===== src/rtl/cpcs_8b10b_pkg.sv =====
`default_nettype none
// ============================================================================
// Module   : cpcs_8b10b_pkg
// Brief    : 8b/10b code tables, K-code constants and lane classifier record.
// Revision : 1.0 - initial release
// ============================================================================
package cpcs_8b10b_pkg;

    localparam int BYTE_W = 8;
    localparam int SYM_W  = 10;
    localparam int C6_W   = 6;
    localparam int C4_W   = 4;

    localparam logic [C4_W-1:0] C4_A7_NEG = 4'b0111;

    localparam logic [7:0] K28_0 = 8'h1C;
    localparam logic [7:0] K28_1 = 8'h3C;
    localparam logic [7:0] K28_2 = 8'h5C;
    localparam logic [7:0] K28_3 = 8'h7C;
    localparam logic [7:0] K28_4 = 8'h9C;
    localparam logic [7:0] K28_5 = 8'hBC;
    localparam logic [7:0] K28_6 = 8'hDC;
    localparam logic [7:0] K28_7 = 8'hFC;
    localparam logic [7:0] K23_7 = 8'hF7;
    localparam logic [7:0] K27_7 = 8'hFB;
    localparam logic [7:0] K29_7 = 8'hFD;
    localparam logic [7:0] K30_7 = 8'hFE;

    // Codes are held as {a,b,c,d,e,i} / {f,g,h,j}, RD- column.
    typedef struct packed {
        logic [C6_W-1:0] c6;
        logic            flag6;
        logic            flag_d7;
        logic [C4_W-1:0] c4;
        logic            flag4;
        logic            comp4;
        logic            is_y7;
        logic            k_alt7;
        logic            a7_neg;
        logic            a7_pos;
        logic            kerr;
    } lane_cls_t;

    function automatic logic [C6_W-1:0] enc6_neg(input logic [4:0] x);
        logic [C6_W-1:0] c;
        case (x)
            5'd0:    c = 6'b100111;
            5'd1:    c = 6'b011101;
            5'd2:    c = 6'b101101;
            5'd3:    c = 6'b110001;
            5'd4:    c = 6'b110101;
            5'd5:    c = 6'b101001;
            5'd6:    c = 6'b011001;
            5'd7:    c = 6'b111000;
            5'd8:    c = 6'b111001;
            5'd9:    c = 6'b100101;
            5'd10:   c = 6'b010101;
            5'd11:   c = 6'b110100;
            5'd12:   c = 6'b001101;
            5'd13:   c = 6'b101100;
            5'd14:   c = 6'b011100;
            5'd15:   c = 6'b010111;
            5'd16:   c = 6'b011011;
            5'd17:   c = 6'b100011;
            5'd18:   c = 6'b010011;
            5'd19:   c = 6'b110010;
            5'd20:   c = 6'b001011;
            5'd21:   c = 6'b101010;
            5'd22:   c = 6'b011010;
            5'd23:   c = 6'b111010;
            5'd24:   c = 6'b110011;
            5'd25:   c = 6'b100110;
            5'd26:   c = 6'b010110;
            5'd27:   c = 6'b110110;
            5'd28:   c = 6'b001110;
            5'd29:   c = 6'b101110;
            5'd30:   c = 6'b011110;
            default: c = 6'b101011;
        endcase
        return c;
    endfunction

    function automatic logic neutral6(input logic [4:0] x);
        return !(x inside {5'd0, 5'd1, 5'd2, 5'd4, 5'd8, 5'd15, 5'd16,
                           5'd23, 5'd24, 5'd27, 5'd29, 5'd30, 5'd31});
    endfunction

    function automatic logic [C4_W-1:0] enc4_neg(input logic [2:0] y);
        logic [C4_W-1:0] c;
        case (y)
            3'd0:    c = 4'b1011;
            3'd1:    c = 4'b1001;
            3'd2:    c = 4'b0101;
            3'd3:    c = 4'b1100;
            3'd4:    c = 4'b1101;
            3'd5:    c = 4'b1010;
            3'd6:    c = 4'b0110;
            default: c = 4'b1110;
        endcase
        return c;
    endfunction

    // K28.y: balanced codes .1/.2/.5/.6 are the complement of the data code.
    function automatic logic [C4_W-1:0] k28_enc4_neg(input logic [2:0] y);
        logic [C4_W-1:0] c;
        case (y)
            3'd0:    c = 4'b1011;
            3'd1:    c = 4'b0110;
            3'd2:    c = 4'b1010;
            3'd3:    c = 4'b1100;
            3'd4:    c = 4'b1101;
            3'd5:    c = 4'b0101;
            3'd6:    c = 4'b1001;
            default: c = 4'b0111;
        endcase
        return c;
    endfunction

    function automatic logic neutral4(input logic [2:0] y);
        return !(y inside {3'd0, 3'd4, 3'd7});
    endfunction

    function automatic logic alt7_neg(input logic [4:0] x);
        return x inside {5'd17, 5'd18, 5'd20};
    endfunction

    function automatic logic alt7_pos(input logic [4:0] x);
        return x inside {5'd11, 5'd13, 5'd14};
    endfunction

    function automatic logic k_valid(input logic [7:0] b);
        return b inside {K28_0, K28_1, K28_2, K28_3, K28_4, K28_5, K28_6, K28_7,
                         K23_7, K27_7, K29_7, K30_7};
    endfunction

    // Reorders {abcdei,fghj} into line order with a at bit 0.
    function automatic logic [SYM_W-1:0] to_line(input logic [C6_W-1:0] c6,
                                                  input logic [C4_W-1:0] c4);
        logic [SYM_W-1:0] s;
        logic [SYM_W-1:0] r;
        s = {c6, c4};
        for (int i = 0; i < SYM_W; i++) begin
            r[i] = s[SYM_W-1-i];
        end
        return r;
    endfunction

endpackage
`default_nettype wire


===== src/rtl/cpcs_enc_8b10b_nlane_if.sv =====
`default_nettype none
// ============================================================================
// Module   : cpcs_enc_8b10b_nlane_if
// Brief    : TX byte/control bundle into the encoder and coded symbols out.
// Revision : 1.0 - initial release
// ============================================================================
interface cpcs_enc_8b10b_nlane_if #(
    parameter int NUM_LANES = 2
);
    logic                      ENABLE;
    logic                      DIN_VALID;
    logic [8*NUM_LANES-1:0]    DIN;
    logic [NUM_LANES-1:0]      KIN;
    logic                      FORCE_RD_EN;
    logic                      FORCE_RD_VAL;
    logic [10*NUM_LANES-1:0]   DOUT;
    logic                      DOUT_VALID;
    logic [NUM_LANES-1:0]      KERR;
    logic                      RD_OUT;

    modport master (
        output ENABLE, DIN_VALID, DIN, KIN, FORCE_RD_EN, FORCE_RD_VAL,
        input  DOUT, DOUT_VALID, KERR, RD_OUT
    );

    modport slave (
        input  ENABLE, DIN_VALID, DIN, KIN, FORCE_RD_EN, FORCE_RD_VAL,
        output DOUT, DOUT_VALID, KERR, RD_OUT
    );
endinterface
`default_nettype wire


===== src/rtl/cpcs_enc_lane_cls.sv =====
`default_nettype none
// ============================================================================
// Module   : cpcs_enc_lane_cls
// Brief    : Stage-1 classifier: RD- codes and disparity flags for one byte.
// Revision : 1.0 - initial release
// ============================================================================
module cpcs_enc_lane_cls
    import cpcs_8b10b_pkg::*;
(
    input  wire logic              CLK,
    input  wire logic              aresetn,
    input  wire logic              enable,
    input  wire logic [BYTE_W-1:0] din,
    input  wire logic              kin,
    output lane_cls_t              cls
);

    logic [4:0] x;
    logic [2:0] y;
    logic       k_ok;
    logic       k28;
    lane_cls_t  cls_next;

    assign x    = din[4:0];
    assign y    = din[7:5];
    assign k_ok = kin && k_valid(din);
    assign k28  = k_ok && (x == 5'd28);

    // An unsupported K byte falls through to its data code with kerr set.
    always_comb begin
        cls_next         = '0;
        cls_next.c6      = k28 ? 6'b001111 : enc6_neg(x);
        cls_next.flag6   = k28 ? 1'b1 : !neutral6(x);
        cls_next.flag_d7 = (x == 5'd7);
        cls_next.c4      = k28 ? k28_enc4_neg(y) : enc4_neg(y);
        cls_next.flag4   = !neutral4(y);
        cls_next.comp4   = k28 || !neutral4(y) || (y == 3'd3);
        cls_next.is_y7   = (y == 3'd7);
        cls_next.k_alt7  = k_ok && (y == 3'd7);
        cls_next.a7_neg  = alt7_neg(x);
        cls_next.a7_pos  = alt7_pos(x);
        cls_next.kerr    = kin && !k_ok;
    end

    always_ff @(posedge CLK or negedge aresetn) begin
        if (!aresetn) begin
            cls <= '0;
        end else if (enable) begin
            cls <= cls_next;
        end
    end

endmodule
`default_nettype wire


===== src/rtl/cpcs_enc_8b10b_nlane.sv =====
`default_nettype none
// ============================================================================
// Module   : cpcs_enc_8b10b_nlane
// Brief    : NUM_LANES-byte 8b/10b encoder, RD chained lane 0 -> N-1.
// Revision : 1.0 - initial release
// ============================================================================
module cpcs_enc_8b10b_nlane
    import cpcs_8b10b_pkg::*;
#(
    parameter int NUM_LANES = 2
)(
    input  wire logic              CLK,
    input  wire logic              aresetn,
    cpcs_enc_8b10b_nlane_if.slave  bus
);

    lane_cls_t                    cls [NUM_LANES];
    logic                         s1_valid;
    logic                         s1_force_en;
    logic                         s1_force_val;
    logic [SYM_W*NUM_LANES-1:0]   dout_reg;
    logic [SYM_W*NUM_LANES-1:0]   dout_next;
    logic [NUM_LANES-1:0]         kerr_reg;
    logic [NUM_LANES-1:0]         kerr_next;
    logic                         dout_valid_reg;
    logic                         rd_reg;
    logic                         rd_next;

    generate
        for (genvar g = 0; g < NUM_LANES; g++) begin : g_lane
            cpcs_enc_lane_cls u_cls (
                .CLK     (CLK),
                .aresetn (aresetn),
                .enable  (bus.ENABLE),
                .din     (bus.DIN[g*BYTE_W +: BYTE_W]),
                .kin     (bus.KIN[g]),
                .cls     (cls[g])
            );
        end
    endgenerate

    always_ff @(posedge CLK or negedge aresetn) begin
        if (!aresetn) begin
            s1_valid     <= 1'b0;
            s1_force_en  <= 1'b0;
            s1_force_val <= 1'b0;
        end else if (bus.ENABLE) begin
            s1_valid     <= bus.DIN_VALID;
            s1_force_en  <= bus.FORCE_RD_EN;
            s1_force_val <= bus.FORCE_RD_VAL;
        end
    end

    // rd_reg already holds the preceding word's result, so a force only
    // ever seeds the word it travelled with.
    always_comb begin
        logic            lane_rd;
        logic [C6_W-1:0] c6;
        logic [C4_W-1:0] c4;
        logic            use_a7;
        lane_rd   = s1_force_en ? s1_force_val : rd_reg;
        c6        = '0;
        c4        = '0;
        use_a7    = 1'b0;
        dout_next = '0;
        kerr_next = '0;
        for (int i = 0; i < NUM_LANES; i++) begin
            c6      = (lane_rd && (cls[i].flag6 || cls[i].flag_d7)) ? ~cls[i].c6 : cls[i].c6;
            lane_rd = lane_rd ^ cls[i].flag6;
            use_a7  = cls[i].is_y7 &&
                      (cls[i].k_alt7 || (lane_rd ? cls[i].a7_pos : cls[i].a7_neg));
            c4      = use_a7 ? C4_A7_NEG : cls[i].c4;
            c4      = (lane_rd && cls[i].comp4) ? ~c4 : c4;
            lane_rd = lane_rd ^ cls[i].flag4;
            dout_next[i*SYM_W +: SYM_W] = to_line(c6, c4);
            kerr_next[i] = cls[i].kerr;
        end
        rd_next = lane_rd;
    end

    always_ff @(posedge CLK or negedge aresetn) begin
        if (!aresetn) begin
            dout_reg       <= '0;
            kerr_reg       <= '0;
            dout_valid_reg <= 1'b0;
            rd_reg         <= 1'b0;
        end else if (bus.ENABLE) begin
            dout_valid_reg <= s1_valid;
            if (s1_valid) begin
                dout_reg <= dout_next;
                kerr_reg <= kerr_next;
                rd_reg   <= rd_next;
            end
        end
    end

    assign bus.DOUT       = dout_reg;
    assign bus.KERR       = kerr_reg;
    assign bus.DOUT_VALID = dout_valid_reg;
    assign bus.RD_OUT     = rd_reg;

endmodule
`default_nettype wire


===== src/flat_wrapper.sv =====
// flat-port wrapper written by rule: the top's interface ports become plain ports
module cpcs_enc_8b10b_nlane_flat import cpcs_8b10b_pkg::*;
#(
    parameter int NUM_LANES = 2
)
  (CLK, aresetn, bus_ENABLE, bus_DIN_VALID, bus_DIN, bus_KIN, bus_FORCE_RD_EN, bus_FORCE_RD_VAL, bus_DOUT, bus_DOUT_VALID, bus_KERR, bus_RD_OUT);
  cpcs_enc_8b10b_nlane_if #(.NUM_LANES(NUM_LANES)) bus_i ();
  input  wire logic CLK;
  input  wire logic aresetn;
  input wire logic [$bits(bus_i.ENABLE)-1:0] bus_ENABLE;
  input wire logic [$bits(bus_i.DIN_VALID)-1:0] bus_DIN_VALID;
  input wire logic [$bits(bus_i.DIN)-1:0] bus_DIN;
  input wire logic [$bits(bus_i.KIN)-1:0] bus_KIN;
  input wire logic [$bits(bus_i.FORCE_RD_EN)-1:0] bus_FORCE_RD_EN;
  input wire logic [$bits(bus_i.FORCE_RD_VAL)-1:0] bus_FORCE_RD_VAL;
  output wire logic [$bits(bus_i.DOUT)-1:0] bus_DOUT;
  output wire logic [$bits(bus_i.DOUT_VALID)-1:0] bus_DOUT_VALID;
  output wire logic [$bits(bus_i.KERR)-1:0] bus_KERR;
  output wire logic [$bits(bus_i.RD_OUT)-1:0] bus_RD_OUT;
  assign bus_i.ENABLE = bus_ENABLE;
  assign bus_i.DIN_VALID = bus_DIN_VALID;
  assign bus_i.DIN = bus_DIN;
  assign bus_i.KIN = bus_KIN;
  assign bus_i.FORCE_RD_EN = bus_FORCE_RD_EN;
  assign bus_i.FORCE_RD_VAL = bus_FORCE_RD_VAL;
  assign bus_DOUT = bus_i.DOUT;
  assign bus_DOUT_VALID = bus_i.DOUT_VALID;
  assign bus_KERR = bus_i.KERR;
  assign bus_RD_OUT = bus_i.RD_OUT;
  cpcs_enc_8b10b_nlane #(.NUM_LANES(NUM_LANES)) u_core (.CLK(CLK), .aresetn(aresetn), .bus(bus_i));
endmodule

===== config.mk =====
export PLATFORM = sky130hd
export DESIGN_NAME = cpcs_enc_8b10b_nlane_flat
export DESIGN_NICKNAME = d
export VERILOG_FILES = /design/src/rtl/cpcs_8b10b_pkg.sv /design/src/rtl/cpcs_enc_8b10b_nlane_if.sv /design/src/rtl/cpcs_enc_lane_cls.sv /design/src/rtl/cpcs_enc_8b10b_nlane.sv /design/src/flat_wrapper.sv
export SDC_FILE = /design/constraint.sdc
export NUM_CORES = 1
export LEC_CHECK = 0
export CORE_MARGIN = 5
export CORE_UTILIZATION = 25
export DETAILED_ROUTE_END_ITERATION = 10
export MAX_ROUTING_LAYER = met4
export PLACE_DENSITY_LB_ADDON = 0.1
export SLEW_MARGIN = 20
export SYNTH_ARGS = -nofsm -noshare
export SYNTH_HDL_FRONTEND = slang
export SYNTH_SLANG_ARGS = --single-unit

===== constraint.sdc =====
create_clock -name CLK -period 2.55 [get_ports CLK]
set_clock_uncertainty 0.1 [all_clocks]
set_input_delay 0.51 -clock CLK [delete_from_list [all_inputs] [get_ports CLK]]
set_output_delay 0.51 -clock CLK [all_outputs]
set_load 0.01 [all_outputs]

# --- After elaboration in Yosys (flattened, before gate mapping) ---
# Memory sizes are Yosys's and may differ from the RTL's.
# Cells that the tools add are included.
totals:
  romBits: 384
  mem_count: 2
  regBits: 65
classes:
  mux: 19
  n_reduce_logical: 39
  n_eq_ne: 78
  bitwise_logic: 8
mem_list:
  columns: ["memory", "words", "word_bits", "read_ports", "rd_clocked_by_memory_dff", "write_ports", "line_no", "source"]
  rows:
  - ["(name not given)", 32, 6, 1, 0, 0, "cpcs_8b10b_pkg.sv:46", "case (x)"]
  - ["(name not given)", 32, 6, 1, 0, 0, "cpcs_8b10b_pkg.sv:46", null]
op_table:
  columns: ["operator", "count"]
  rows:
  - ["equality test 8 bit (second input constant)", 16]
  - ["one-hot mux 4 bit (7 select lines)", 4]
  - ["equality test 5 bit (second input constant)", 22]
  - ["equality test 5 x 4 -> 1 bit (second input constant)", 10]
  - ["equality test 8 x 7 -> 1 bit (second input constant)", 4]
  - ["nonzero test 13 bit", 2]
  - ["equality test 3 bit (second input constant)", 8]
  - ["2-to-1 mux 4 bit", 6]
  - ["2-to-1 mux 6 bit", 4]
  - ["nonzero test 12 bit", 2]
  - ["equality test 5 x 3 -> 1 bit (second input constant)", 4]
  - ["nonzero test 3 bit", 6]
  - ["equality test 8 x 5 -> 1 bit (second input constant)", 2]
  - ["equality test 8 x 6 -> 1 bit (second input constant)", 2]
  - ["logical AND 1 bit", 14]
  - ["equality test 3 x 2 -> 1 bit (second input constant)", 4]
  - ["inverter 6 bit", 2]
  - ["equality test 5 x 1 -> 1 bit (second input constant)", 2]
  - ["equality test 5 x 2 -> 1 bit (second input constant)", 2]
  - ["logical NOT 5 bit", 2]
  - ["logical OR 1 bit", 8]
  - ["inverter 4 bit", 2]
  - ["equality test 3 x 1 -> 1 bit (second input constant)", 2]
  - ["logical NOT 3 bit", 2]
  - ["4 further kinds", 12]

# --- Logic depth before layout (Yosys ltp) ---
depth:
  ltp_word: 10
  mapped_depth: 9

# --- Cells and area by module ---
# From an unflattened synthesis, not the netlist that was laid out.
unflattened:
  hier_cells: 447
  area_unflattened_um2: 4046.4
modules_own_cells:
  columns: ["module", "cells_per_inst", "n_inst", "seq_area_each_um2", "area_per_inst_um2"]
  rows:
  - ["cpcs_enc_lane_cls (u_core.g_lane[1].u_cls)", 161, 1, 475.5, 1352.5]
  - ["cpcs_enc_8b10b_nlane", 135, 1, 675.6, 1350.0]
  - ["cpcs_enc_lane_cls (u_core.g_lane[0].u_cls)", 151, 1, 475.5, 1343.8]

# --- Worst setup path after synthesis ---
# Ideal clock, no wire load.
synth_timing:
  path_kind: "input -> register"
  start: "input bus_DIN[8]"
  end: "register u_core.g_lane[1].u_cls.cls[9] (netlist name)"
  arrival_time_ps: 1662
  required_ps: 2325
  path_slack_ps: 663
  setup_time_ps: 125
  stages: 7
  cell_sequence: "inv_1 ha_1 nand2_1 or2_2 nand2_1 nand3_1 mux2_2"
synth_between:
  elab_chain_cells: 5
synth_rtl:
  columns: ["item", "line_no", "source"]
  rows:
  - ["from (decl)", "flat_wrapper.sv:12", "input wire logic [$bits(bus_i.DIN)-1:0] bus_DIN;"]
  - ["equality test 8 x 5 -> 1 bit (tied with other cells)", "cpcs_8b10b_pkg.sv:132", "return b inside {K28_0, K28_1, K28_2, K28_3, K28_4, K28_5, K28_6, K28_7,"]
  - ["nonzero test 12 bit", "cpcs_8b10b_pkg.sv:132", null]
  - ["logical AND 1 bit", "cpcs_enc_lane_cls.sv:26", "assign k_ok = kin && k_valid(din);"]
  - ["logical AND 1 bit *", "cpcs_enc_lane_cls.sv:27", "assign k28 = k_ok && (x == 5'd28);"]
  - ["2-to-1 mux 4 bit *", "cpcs_enc_lane_cls.sv:35", "cls_next.c4 = k28 ? k28_enc4_neg(y) : enc4_neg(y);"]
# Mark *: on every way between the ends. The rest lies on a longest branch, timed or not.
# A chain may end at the register's enable or synchronous reset.

# --- Worst setup path in the final report ---
layout_timing:
  start: "input bus_DIN[0]"
  end: "register u_core.g_lane[0].u_cls.cls[13] (netlist name)"
layout_between:
  elab_chain_cells: 5
layout_rtl:
  columns: ["item", "line_no", "source"]
  rows:
  - ["equality test 8 x 5 -> 1 bit (tied with other cells)", "cpcs_8b10b_pkg.sv:132", null]
  - ["nonzero test 12 bit", "cpcs_8b10b_pkg.sv:132", null]
  - ["logical AND 1 bit", "cpcs_enc_lane_cls.sv:26", null]
  - ["logical AND 1 bit", "cpcs_enc_lane_cls.sv:27", null]
  - ["2-to-1 mux 6 bit *", "cpcs_enc_lane_cls.sv:32", "cls_next.c6 = k28 ? 6'b001111 : enc6_neg(x);"]
# Marked as above.

==> qor.csv <==
metric,value,unit
most frequent cell after synthesis,dfrtp_1,
max-slew headroom at the worst pin,0.562,
# IOs,48,
Comb pwr share,0.309,
data arrival time at the worst-slack endpoint,2260,ps
Mapped Nets,474,
quantity of I/O buffers inserted on ports,47,
die width,134,µm
post-synthesis cell type with the largest combined area,dfrtp_1,
Final Net Count,524,
final-report setup violation count,0,
placeable core area,15200,µm²
count of hold-fix buffers inserted at cts,0,
part of the cycle the worst path needs,0.841,
number of flops mapped to enable cells by yosys,0,
final worst slack,404,ps
standard-cell rows,45,
Power Density,752,nW/µm²
layout cells sized above 1,0.112,
Leakage Power,2.11,nW
pre-CTS setup slack,61.6,ps
Top Family by Delay on Critical Path,buffers and inverters,
cell-by-cell trace of the critical path,clkdlybuf4s50_1 -> inv_1 -> ha_1 -> nand2b_1 -> nand2_1 -> mux4_2 -> o22a_1,
largest fanout of any net on the critical path,5,
most used flip-flop cell after synthesis,dfrtp_1,
DRT antenna net count,0,
area delta synth->final,27.8,%
setup TNS after final layout,0,ps
DRT Wirelength,9620,µm
overall die height,134,µm
first-iteration detailed-routing DRC count,171,
highest-delay cell along the critical path,clkdlybuf4s50_1,
overall via count from detail_route,3167,
insertion delay to the later sink of the worst-skew pair,330,ps
clock root buffer,clkbuf_16,
biggest cell delay along the critical path,520,ps
count of clock tree sinks,65,
Yosys Warn Count,0,
RePlAce Congestion,0.775,
sequential share of power,0.367,
f_max,466,MHz
number of buffers created by CTS,9,
CTS HTree Levels,3,
outcome,"complete, no violations",
routed wire length per instance,14.2,µm
net switching power,1.11,mW
area of the die,18000,µm²
number of global-route vias before repair,3108,
"Remaining Overflow, GRT",0,
Vias per Instance,4.66,
unrepaired setup endpoints after global routing,false,
"buffers from clock root to sink, at most",2,
leading post-synthesis cells by cell area,"dfrtp_1, nand2_1, a21oi_1",
endpoint kind of the worst setup timing path,register,
instance area at placement,4640,µm²
clock share of power,0.323,
Yosys top cell area share,0.421,
number of endpoints with negative hold slack in the final report,0,
final core occ,0.325,
final-layout fill cell count,1629,
Maximum Capacitance Violations,0,
final count of pins violating max slew,0,
share of total power consumed by net switching,0.300,
post-CTS setup buffer count,0,
initial cell density of the core,0.254,
number of antenna violations at the first check in global routing,0,
ant diodes,0,
residual DRC count,0,
CTS tree,yes,
"Design Area, Final",4940,µm²
cell area after synthesis,3860,µm²
cell count after synthesis,436,
Period minus WS final,2150,ps
transition time at the pin with the least slew margin,656,ps
most frequent cells after synthesis,"dfrtp_1, nand2_1, nor2_1",
"Gates resized, CTS repair",0,
synthesized area per cell,8.86,µm²
maximum number of pins on one net before global-route repair,40,
data required time of the worst path,2660,ps
nature of the critical path startpoint,primary input,
flip-flop and latch count after synthesis,65,
share of flip-flops with an asynchronous set or reset,1.00,
dpl hpwl,7280,µm
"Clk pin slew, worst setup/hold paths",50,ps
internal cell power,2.60,mW
type of the most critical hold path,in2async,
library cells used by synthesis,57,
class of the most critical setup path,in2reg,
first drt pass iteration count,4,
global-route usage over all layers,0.116,
part of the Yosys area used for sequential elements,0.421,
global-route wire length before repair,16400,µm
buffering stage count on the worst path with inverters included,2,
maximum vdd ir drop,0.288,mV
[registers in the layout, indices dropped and copies added, names as in the netlist]
name                     cells
u_core.g_lane.u_cls.cls     38
u_core.s1_force_en           1
u_core.bus.DOUT_VALID        1
u_core.s1_force_val          1
u_core.bus.RD_OUT            1
u_core.s1_valid              1
u_core.bus.DOUT             20
u_core.bus.KERR              2
[layout by cell type, fill, tap and decap left out, types with 2 or more instances in the layout]
cell and instances:
o22a_1 2, mux2i_1 4, o21ai_0 36, clkinv_2 2
buf_12 3, nor2_1 42, o2bb2ai_1 5, nor2b_1 6
dfrtp_1 65, and3_1 6, clkbuf_8 4, nor3_1 5
nand4_1 2, or4_1 3, a31oi_1 10, mux2_2 8
inv_1 18, a21oi_1 36, xnor2_1 18, buf_2 2
mux4_2 3, o21ai_1 4, nand3b_1 2, clkdlybuf4s50_1 45
nand2b_1 6, clkbuf_16 9, mux2i_2 2, a311oi_1 3
nand3_1 17, a21o_1 4, o211ai_1 3, buf_4 18
xor2_1 7, ha_1 14, nand2_1 50
[layer usage]
layer / share of wire / vias up / track usage
met5: 0 / - / -
met4: 0.013 / 0 / 0.0441
met3: 0.028 / 6 / 0.0203
met2: 0.44 / 45 / 0.165
met1: 0.52 / 1483 / 0.164
li1: - / 1633 / -
[worst register-to-register path: cells and delay by family (launching register included)]
family / cells / cell delay [ps]
AO/OA/AOI/OAI: 2 / 200
XOR/XNOR: 3 / 870
flip-flops: 1 / 410
multiplexers: 1 / 380
[path summary, 6_finish.rpt]
kind	startpoint	endpoint	slack, ps	cells past startpoint
max	bus_DIN[0]	u_core.g_lane[0].u_cls.cls[13]	400	7
min	aresetn	u_core.bus.DOUT[3]	120	1
min reg2reg	u_core.bus.DOUT[13]	u_core.bus.DOUT[13]	380	2
max in group asynchronous	aresetn	u_core.g_lane[1].u_cls.cls[4]	1580	2
min in group CLK	u_core.bus.DOUT[13]	u_core.bus.DOUT[13]	380	2
max reg2reg	u_core.g_lane[1].u_cls.cls[12]	u_core.bus.DOUT[19]	460	6
[power by group through the flow]
stage                     Sequential, mW  Combinational [mW]  Clock (mW)
final                               1.36                1.15        1.20
after global routing                1.39                1.27        1.29
after CTS                           1.37                1.17        1.23
after detailed placement            1.39                1.17           0
after global placement              1.38                1.17           0
after floorplan                     1.43               0.580           0
[cell families after synthesis]
| group | count (synthesis) | share of synthesized area |
|---|---|---|
| flops | 65 | 0.421 |
| compound gates | 121 | 0.190 |
| simple gates | 144 | 0.171 |
| mux | 17 | 0.0583 |
| xor+xnor | 27 | 0.0667 |
| buf+inv | 48 | 0.0476 |
| fa+ha+maj | 14 | 0.0453 |
[metrics by stage]
stage	cells	hold slack (ps)	total power [mW]
floorplan	436	114	2.01
global placement	663	362	2.54
detailed placement	663	372	2.56
CTS	679	135	3.77
global route	679	172	3.95
finish	679	115	3.71
[cell type report]
cell class	instances	area, µm²	area share
inverters	19	71.3	0.0144
repair buffers	68	656	0.133
clock buffers	14	284	0.0575
multi-input cells	323	2050	0.416
flip-flops and latches	65	1630	0.330
clock inverters	2	10.0	0.00203
well taps	188	235	0.0477
(Power assumes the default switching activity.)
